**src/rtl/trace_pkg.sv**
```systemverilog
// Shared types and entry layout for the commit trace buffer.
// Each entry is packed as {pc, rd, we, data}, with data in the low bits.
package trace_pkg;

   typedef enum logic [1:0] {
      IDLE   = 2'd0,
      ARMED  = 2'd1,
      POST   = 2'd2,
      FROZEN = 2'd3
   } trace_state_t;

   localparam int RD_W = 5;

   function automatic int entry_w(input int xlen);
      return 2 * xlen + RD_W + 1;
   endfunction

   function automatic int we_lsb(input int xlen);
      return xlen;
   endfunction

   function automatic int rd_lsb(input int xlen);
      return xlen + 1;
   endfunction

   function automatic int pc_lsb(input int xlen);
      return xlen + RD_W + 1;
   endfunction

endpackage

```
**src/rtl/trace_ram.sv**
```systemverilog
// Trace storage: one synchronous write port and one asynchronous read port.
// The frozen head entry is read combinationally straight from the array.
module trace_ram #(
   parameter int DEPTH = 16,
   parameter int WIDTH = 134,
   localparam int AW = $clog2(DEPTH)
) (
   input  logic             clk,
   input  logic             we,
   input  logic [AW-1:0]    waddr,
   input  logic [WIDTH-1:0] wdata,
   input  logic [AW-1:0]    raddr,
   output logic [WIDTH-1:0] rdata
);

   logic [WIDTH-1:0] mem [DEPTH];

   // NOTE: storage is deliberately not reset; validity is tracked by count, and a reset
   // here would turn the array into flops instead of RAM.
   always_ff @(posedge clk) begin
      if (we) mem[waddr] <= wdata;
   end

   assign rdata = mem[raddr];

endmodule

```
**src/rtl/commit_trace_buffer.sv**
```systemverilog
// Captures WB-stage commits into a circular buffer, with a PC-match trigger and a post-trigger window.
// Once frozen, the buffer drains oldest-first over a valid/ready port.
module commit_trace_buffer
   import trace_pkg::*;
#(
   parameter int XLEN      = 64,
   parameter int DEPTH     = 16,
   parameter int POST_TRIG = 4
) (
   input  logic                      clk,
   input  logic                      reset,
   input  logic                      arm,
   input  logic                      mode_stop,
   input  logic                      trig_en,
   input  logic [XLEN-1:0]           trig_pc,
   input  logic                      commit_valid,
   input  logic [XLEN-1:0]           commit_pc,
   input  logic [RD_W-1:0]           commit_rd,
   input  logic                      commit_we,
   input  logic [XLEN-1:0]           commit_data,
   output logic                      rd_valid,
   input  logic                      rd_ready,
   output logic [XLEN-1:0]           rd_pc,
   output logic [RD_W-1:0]           rd_rd,
   output logic                      rd_we,
   output logic [XLEN-1:0]           rd_data,
   output logic [$clog2(DEPTH):0]    count,
   output logic                      triggered,
   output logic                      overflow,
   output logic [1:0]                state
);

   localparam int AW     = $clog2(DEPTH);
   localparam int CW     = AW + 1;
   localparam int EW     = entry_w(XLEN);
   localparam int PW     = (POST_TRIG > 0) ? $clog2(POST_TRIG + 1) : 1;
   localparam int WE_LSB = we_lsb(XLEN);
   localparam int RD_LSB = rd_lsb(XLEN);
   localparam int PC_LSB = pc_lsb(XLEN);

   trace_state_t  state_q, state_d;
   logic [AW-1:0] wr_ptr, rd_ptr;
   logic [CW-1:0] count_q;
   logic [PW-1:0] post_cnt;
   logic          trig_q, ovf_q, stop_q;
   logic          wr_en, pop, clear, set_trig, set_ovf, load_post, dec_post;
   logic          full, match;
   logic [EW-1:0] wr_entry, rd_entry;

   assign full     = (count_q == CW'(DEPTH));
   assign match    = trig_en && (commit_pc == trig_pc);
   assign rd_valid = (state_q == FROZEN) && (count_q != '0);
   assign wr_entry = {commit_pc, commit_rd, commit_we, commit_data};

   // NOTE: every output of this block gets a default first, so no path leaves one
   // unassigned and no latch is inferred.
   always_comb begin
      state_d   = state_q;
      wr_en     = 1'b0;
      pop       = 1'b0;
      clear     = 1'b0;
      set_trig  = 1'b0;
      set_ovf   = 1'b0;
      load_post = 1'b0;
      dec_post  = 1'b0;
      if (arm) begin
         clear   = 1'b1;
         state_d = ARMED;
      end else begin
         unique case (state_q)
            ARMED, POST: begin
               if (commit_valid) begin
                  if (full && stop_q) begin
                     set_ovf = 1'b1;
                     state_d = FROZEN;
                  end else begin
                     wr_en = 1'b1;
                     if (full) begin
                        pop     = 1'b1;   // wrap mode: the oldest entry is overwritten
                        set_ovf = 1'b1;
                     end
                     if (state_q == ARMED) begin
                        if (match) begin
                           set_trig = 1'b1;
                           if (POST_TRIG == 0) begin
                              state_d = FROZEN;
                           end else begin
                              load_post = 1'b1;
                              state_d   = POST;
                           end
                        end
                     end else begin
                        dec_post = 1'b1;
                        if (post_cnt == PW'(1)) state_d = FROZEN;
                     end
                  end
               end
            end
            FROZEN: begin
               if (count_q == '0) begin
                  state_d = IDLE;
               end else if (rd_ready) begin
                  pop = 1'b1;
                  if (count_q == CW'(1)) state_d = IDLE;
               end
            end
            default: ;
         endcase
      end
   end

   // NOTE: sequential state uses non-blocking assignments so every register samples
   // pre-edge values, whatever order the statements are written in.
   always_ff @(posedge clk or negedge reset) begin
      if (!reset) begin
         state_q  <= IDLE;
         wr_ptr   <= '0;
         rd_ptr   <= '0;
         count_q  <= '0;
         post_cnt <= '0;
         trig_q   <= 1'b0;
         ovf_q    <= 1'b0;
         stop_q   <= 1'b0;
      end else begin
         state_q <= state_d;
         if (clear) begin
            wr_ptr   <= '0;
            rd_ptr   <= '0;
            count_q  <= '0;
            post_cnt <= '0;
            trig_q   <= 1'b0;
            ovf_q    <= 1'b0;
            stop_q   <= mode_stop;
         end else begin
            if (wr_en) wr_ptr <= wr_ptr + AW'(1);
            if (pop)   rd_ptr <= rd_ptr + AW'(1);
            if (wr_en && !pop)      count_q <= count_q + CW'(1);
            else if (pop && !wr_en) count_q <= count_q - CW'(1);
            if (set_trig) trig_q <= 1'b1;
            if (set_ovf)  ovf_q  <= 1'b1;
            if (load_post)     post_cnt <= PW'(POST_TRIG);
            else if (dec_post) post_cnt <= post_cnt - PW'(1);
         end
      end
   end

   trace_ram #(
      .DEPTH (DEPTH),
      .WIDTH (EW)
   ) u_ram (
      .clk   (clk),
      .we    (wr_en),
      .waddr (wr_ptr),
      .wdata (wr_entry),
      .raddr (rd_ptr),
      .rdata (rd_entry)
   );

   // Gated so the port reads zero instead of stale or uninitialised storage.
   assign rd_pc     = rd_valid ? rd_entry[PC_LSB +: XLEN] : '0;
   assign rd_rd     = rd_valid ? rd_entry[RD_LSB +: RD_W] : '0;
   assign rd_we     = rd_valid & rd_entry[WE_LSB];
   assign rd_data   = rd_valid ? rd_entry[XLEN-1:0] : '0;
   assign count     = count_q;
   assign triggered = trig_q;
   assign overflow  = ovf_q;
   assign state     = state_q;

endmodule

```
**config.mk**
```make
export PLATFORM = sky130hd
export DESIGN_NAME = commit_trace_buffer
export DESIGN_NICKNAME = d
export VERILOG_FILES = /design/src/rtl/trace_pkg.sv /design/src/rtl/trace_ram.sv /design/src/rtl/commit_trace_buffer.sv
export SDC_FILE = /design/constraint.sdc
export NUM_CORES = 2
export LEC_CHECK = 0
export CAP_MARGIN = 25
export CORE_MARGIN = 1
export CORE_UTILIZATION = 35
export DETAILED_ROUTE_END_ITERATION = 10
export HOLD_SLACK_MARGIN = 0.02
export PLACE_DENSITY = 0.62
export SLEW_MARGIN = 5
export SYNTH_ARGS = -nofsm -noshare
export SYNTH_HDL_FRONTEND = slang
export SYNTH_SLANG_ARGS = --single-unit
```
**constraint.sdc**
```tcl
create_clock -name clk -period 15.2 [get_ports clk]
set_clock_uncertainty 0.15 [all_clocks]
set_input_delay 3.04 -clock clk [delete_from_list [all_inputs] [get_ports clk]]
set_output_delay 3.04 -clock clk [all_outputs]
set_load 0.05 [all_outputs]
```
### Yosys cells after proc, flatten, opt, wreduce, memory -nomap -nowiden

Memories as Yosys holds them, arrays and structs flattened.
Index checks and enable logic that the tools add are counted.
Widths: inputs -> output; s select.

* register bits after elaboration: 21
* RAM bits: 2144
* bits of input ports: 205
* output and inout port bits: 144
* logic and storage cells: 101
* memories kept: 1

Memories
* u_ram.mem: depth 16, width 134, read ports 1, clocked after Yosys merged registers in 0, wr ports 1, line trace_ram.sv:16 `logic [WIDTH-1:0] mem [DEPTH];`

* add/sub/neg operators: 5
* equal/unequal tests: 12
* muxes and demuxes: 56
* bitwise operators: 1
* reduce and logical (&&, ||, !) cells: 18

Operators with widths (count)
* $mux 64: 2
* $eq 64x64->1: 1
* $mux 1: 32
* $mux 5: 4
* $mux 2: 9
* $mux 4: 4
* $ne 5x5->1 const B: 2
* $mux 3: 3
* $reduce_bool 3->1: 3
* $add 4x1->4 const B: 2
* $reduce_bool 2->1: 4
* $reduce_and 6->1: 1
* $add 5x1->5 const B: 1
* $eq 5x1->1 const B: 1
* $eq 5x5->1 const B: 1
* $logic_and 1x1->1: 5
* $logic_not 5->1: 1
* $reduce_bool 5->1: 1
* $sub 5x1->5 const B: 1
* $eq 2x2->1 const B: 2
* $ne 4x2->1 const B: 1
* $ne 4x3->1 const B: 1
* $pmux 2 s2: 1
* $eq 3x1->1 const B: 1
* 7 further kinds: 8

### Logic depth before layout (Yosys ltp)

* word-level depth: 11
* mapped depth: 9

### Hierarchy

Synthesis repeated with hierarchy kept, for this count alone.

* cell total of the unflattened synthesis: 3794
* area total of the unflattened synthesis: 83702.8 µm²

By module, submodules not included
* trace_ram: instances 1, cells each 3378, area each 80603.6 µm², sequential area each 64381.7 µm²
* commit_trace_buffer: instances 1, cells each 416, area each 3099.2 µm², sequential area each 525.5 µm²

### Worst setup path before layout

No wires, ideal clock.

* path kind: input -> register
* start point: input commit_valid
* end point: memory u_ram.mem[4][0], enable pin
* arrival: 17.444 ns
* data required time: 14.048 ns
* slack: -3.396 ns
* stages: 5
* path buffers: 1
* cells stage by stage: nand2_1 -> a21oi_1 -> clkbuf_1 -> nand2_1 -> nor4b_1

* longest elaborated chain between the ends: 5

RTL lines
* start: declaration: line commit_trace_buffer.sv:16 `input logic commit_valid,`
* $mux 1: line commit_trace_buffer.sv:72 `if (commit_valid) begin`
* $mux 1: line commit_trace_buffer.sv:70 `unique case (state_q)`
* $mux 1: line commit_trace_buffer.sv:66 `if (arm) begin`
* $mux 1: line trace_ram.sv:21 `if (we) mem[waddr] <= wdata;`
* $mux 1 (implied by the code): line trace_ram.sv:21
* end: declaration: line trace_ram.sv:16

No other way between the ends.

### Worst setup path in the final report

* start point: register rd_ptr[1]
* end point: output rd_data[0]

* longest elaborated chain between the ends: 2

RTL lines
* start: declaration: line commit_trace_buffer.sv:42 `logic [AW-1:0] wr_ptr, rd_ptr;`
* start signal: assignment: line commit_trace_buffer.sv:136 `if (pop) rd_ptr <= rd_ptr + AW'(1);`
* $mem_v2 16x134
* $mux 64: line commit_trace_buffer.sv:163 `assign rd_data = rd_valid ? rd_entry[XLEN-1:0] : '0;`
* end: declaration: line commit_trace_buffer.sv:26 `output logic [XLEN-1:0] rd_data,`

No other way between the ends.

==> qor.csv <==
metric;value;unit
outcome;complete, no violations;
cts.sinks;2165;
io_pins;349;
finalHoldViolCount;0;
clk_latency;0.85;ns
setup_viol;0;
dieHeight;491;um
placed_area;91300;um2
critPathKind;reg2out;
powerDensity;125;nW/um2
rsz0062_at_grt;false;
worst_slew_pin_slew;1.26;ns
yosysWarnings;0;
rows;179;
clock_tree.buffer_depth;3;
postCtsHoldBufs;0;
dp_hpwl;120000;um
drt_first_iter_violations;3575;
synth_cell_type_count;44;
use_met1;24.3;%
grt_use_met3;3.87;%
syn_area_per_cell;24.3;um2
drt_pass1_iterations;5;
worst_ep_required_time;12.01;ns
post_cts_buffers;0;
cts-root-buf;clkbuf_16;
synth_top_area_share;77.0;%
io_buffer_count;348;
syn_inst;3446;
synth_seq_area_share;77.6;%
die_x;491;um
gp_congestion;0.813;
max_freq;114;MHz
synth.area.top_cells;edfxtp_1, mux4_2, and2_1, dfrtp_1, clkbuf_1;
cts_made_buffers;216;
dieArea;241000;um2
mostFrequentLayoutCells;edfxtp_1, mux4_2, clkdlybuf4s50_1;
cp-end-kind;primary output;
clk_pin_slew_worst_paths;0.06;ns
wirelength;220000;um
cpMaxStageDelayCell;dfrtp_4;
slew_headroom;16.3;%
cts_tree;done;
top_usage_layer;met2;
grt_overflow_total;0;
layout.nets;4150;
wl_per_cell;30.1;um
initial_core_util;35.2;%
route.detailed.drc;0;
synth-edff-count;2144;
cp-start-kind;register;
via_per_inst;5.34;
vias;39000;
cts_max_level;4;
crit_chain;buf_12, buf_4, mux4_2, mux4_2, and2_1, clkdlybuf4s50_1;
cpMostUsedCell;mux4_2;
grt_use_met2;29.2;%
antenna_found_initial;67;
grt_start_max_net_pins;150;
p_leak;29.4;nW
cap_violations;0;
worstPathArrival;5.55;ns
maxSlewViolCount;0;
syn_nets;3665;
synth_ff_type;edfxtp_1;
yosysTopAreaCell;edfxtp_1;
ir_drop;0.000110;V
core;238000;um2
drive_above_1_share;27.1;%
fin_crit;8.74;ns
grt_first_pass_wirelength;309000;um
ant_nets;0;
critPathMaxFanout;145;
cpPeakStageDelay;0.96;ns
ys_ff_latch;2165;
utilization;41.5;%
first_global_vias;40500;
synth_area;83600;um2
fin_area;98700;um2
finalPower;12.4;mW
min_path_type;reg2reg;
final_common_cell;edfxtp_1;
post-route-period-util;57.5;%
cts_resized;0;
synth-async-reset-ratio;0.970;%
area_growth_syn_to_layout;18.0;%
grtUsageTotal;18.1;%
## where the power goes
part / switching, mW / internal [mW] / leakage, nW / total [mW]
combinational: 0.194 / 0.104 / 6.25 / 0.298
sequential: 0.0100 / 6.61 / 19.6 / 6.62
clock: 2.32 / 3.13 / 3.53 / 5.45
## synth_stat cells, types with 6 or more instances
library cell  number
xor2_1            37
nand2_1           15
nor3_1            10
a21oi_1           10
nand4_1           14
xnor2_1           10
nor2_1            22
nor4_1            39
and2_1           135
buf_1              6
edfxtp_1        2144
inv_1             18
nor2b_1           60
ha_1              14
clkbuf_1         108
buf_2             56
mux4_2           670
and3_1             8
dfrtp_1           21
## layer usage
layer,up-vias,routed length [um]
li1,15800,-
met1,21500,91100
met2,1334,108000
met3,358,13900
met4,34,6850
met5,-,217
## critical path: cells and delay by family, from the launching register on
family / cells / cell delay, ns
buffers and inverters: 3 / 2.20
flip-flops: 1 / 0.96
multiplexers: 2 / 0.94
AND/OR/NAND/NOR: 1 / 0.18
## flip-flops by register name, indices dropped and copies added, names as in the netlist
signal / flops
u_ram.mem: 2144
count: 5
rd_ptr: 4
wr_ptr: 4
post_cnt: 3
state: 2
overflow: 1
stop_q: 1
triggered: 1
## cell families (layout without fill, tap and decap cells)
kind of cell / after synthesis / count (layout) / synth area share [%]
buffers and inverters: 189 / 860 / 0.937
adder cells (fa/ha/maj): 14 / 14 / 0.210
multiplexers: 675 / 675 / 18.1
AO/OA/AOI/OAI: 27 / 27 / 0.219
AND/OR/NAND/NOR: 329 / 329 / 2.39
other: 0 / 24 / 0
XOR/XNOR: 47 / 47 / 0.492
flip-flops: 2165 / 2165 / 77.6
## area by class of cell
type | instances | area [um2]
diodes | 24 | 60.1
clock buffers | 251 | 5580
clock inverters | 153 | 1700
fillers | 20300 | 139000
inverters | 18 | 67.6
multi-input cells | 1092 | 18000
flip-flops and latches | 2165 | 64900
well taps | 3167 | 3960
repair buffers | 438 | 4330
## per-stage QoR
step	TNS, ns	std cells	hold slack [ns]	setup WS [ns]
after detailed placement	0	6877	0.427	7.24
final	0	7308	0.441	6.46
after floorplan	-1211.97	3446	0.391	-3.40
after CTS	0	7281	0.442	6.31
after global placement	0	6874	0.423	7.27
after global routing	0	7304	0.478	6.15
## path summary, 6_finish.rpt
path / start / end / slack (ns) / cells after the start
min in group asynchronous: reset / overflow / 2.41 / 2
hold reg to reg: state[1] / state[1] / 0.44 / 2
hold / removal: state[1] / state[1] / 0.44 / 2
setup reg to reg: state[0] / u_ram.mem[13][21] / 10.10 / 8
setup / recovery: rd_ptr[1] / rd_data[0] / 6.46 / 6
max in group asynchronous: reset / rd_ptr[2] / 12.17 / 2
No activity file was read; power rests on OpenSTA's default activity.
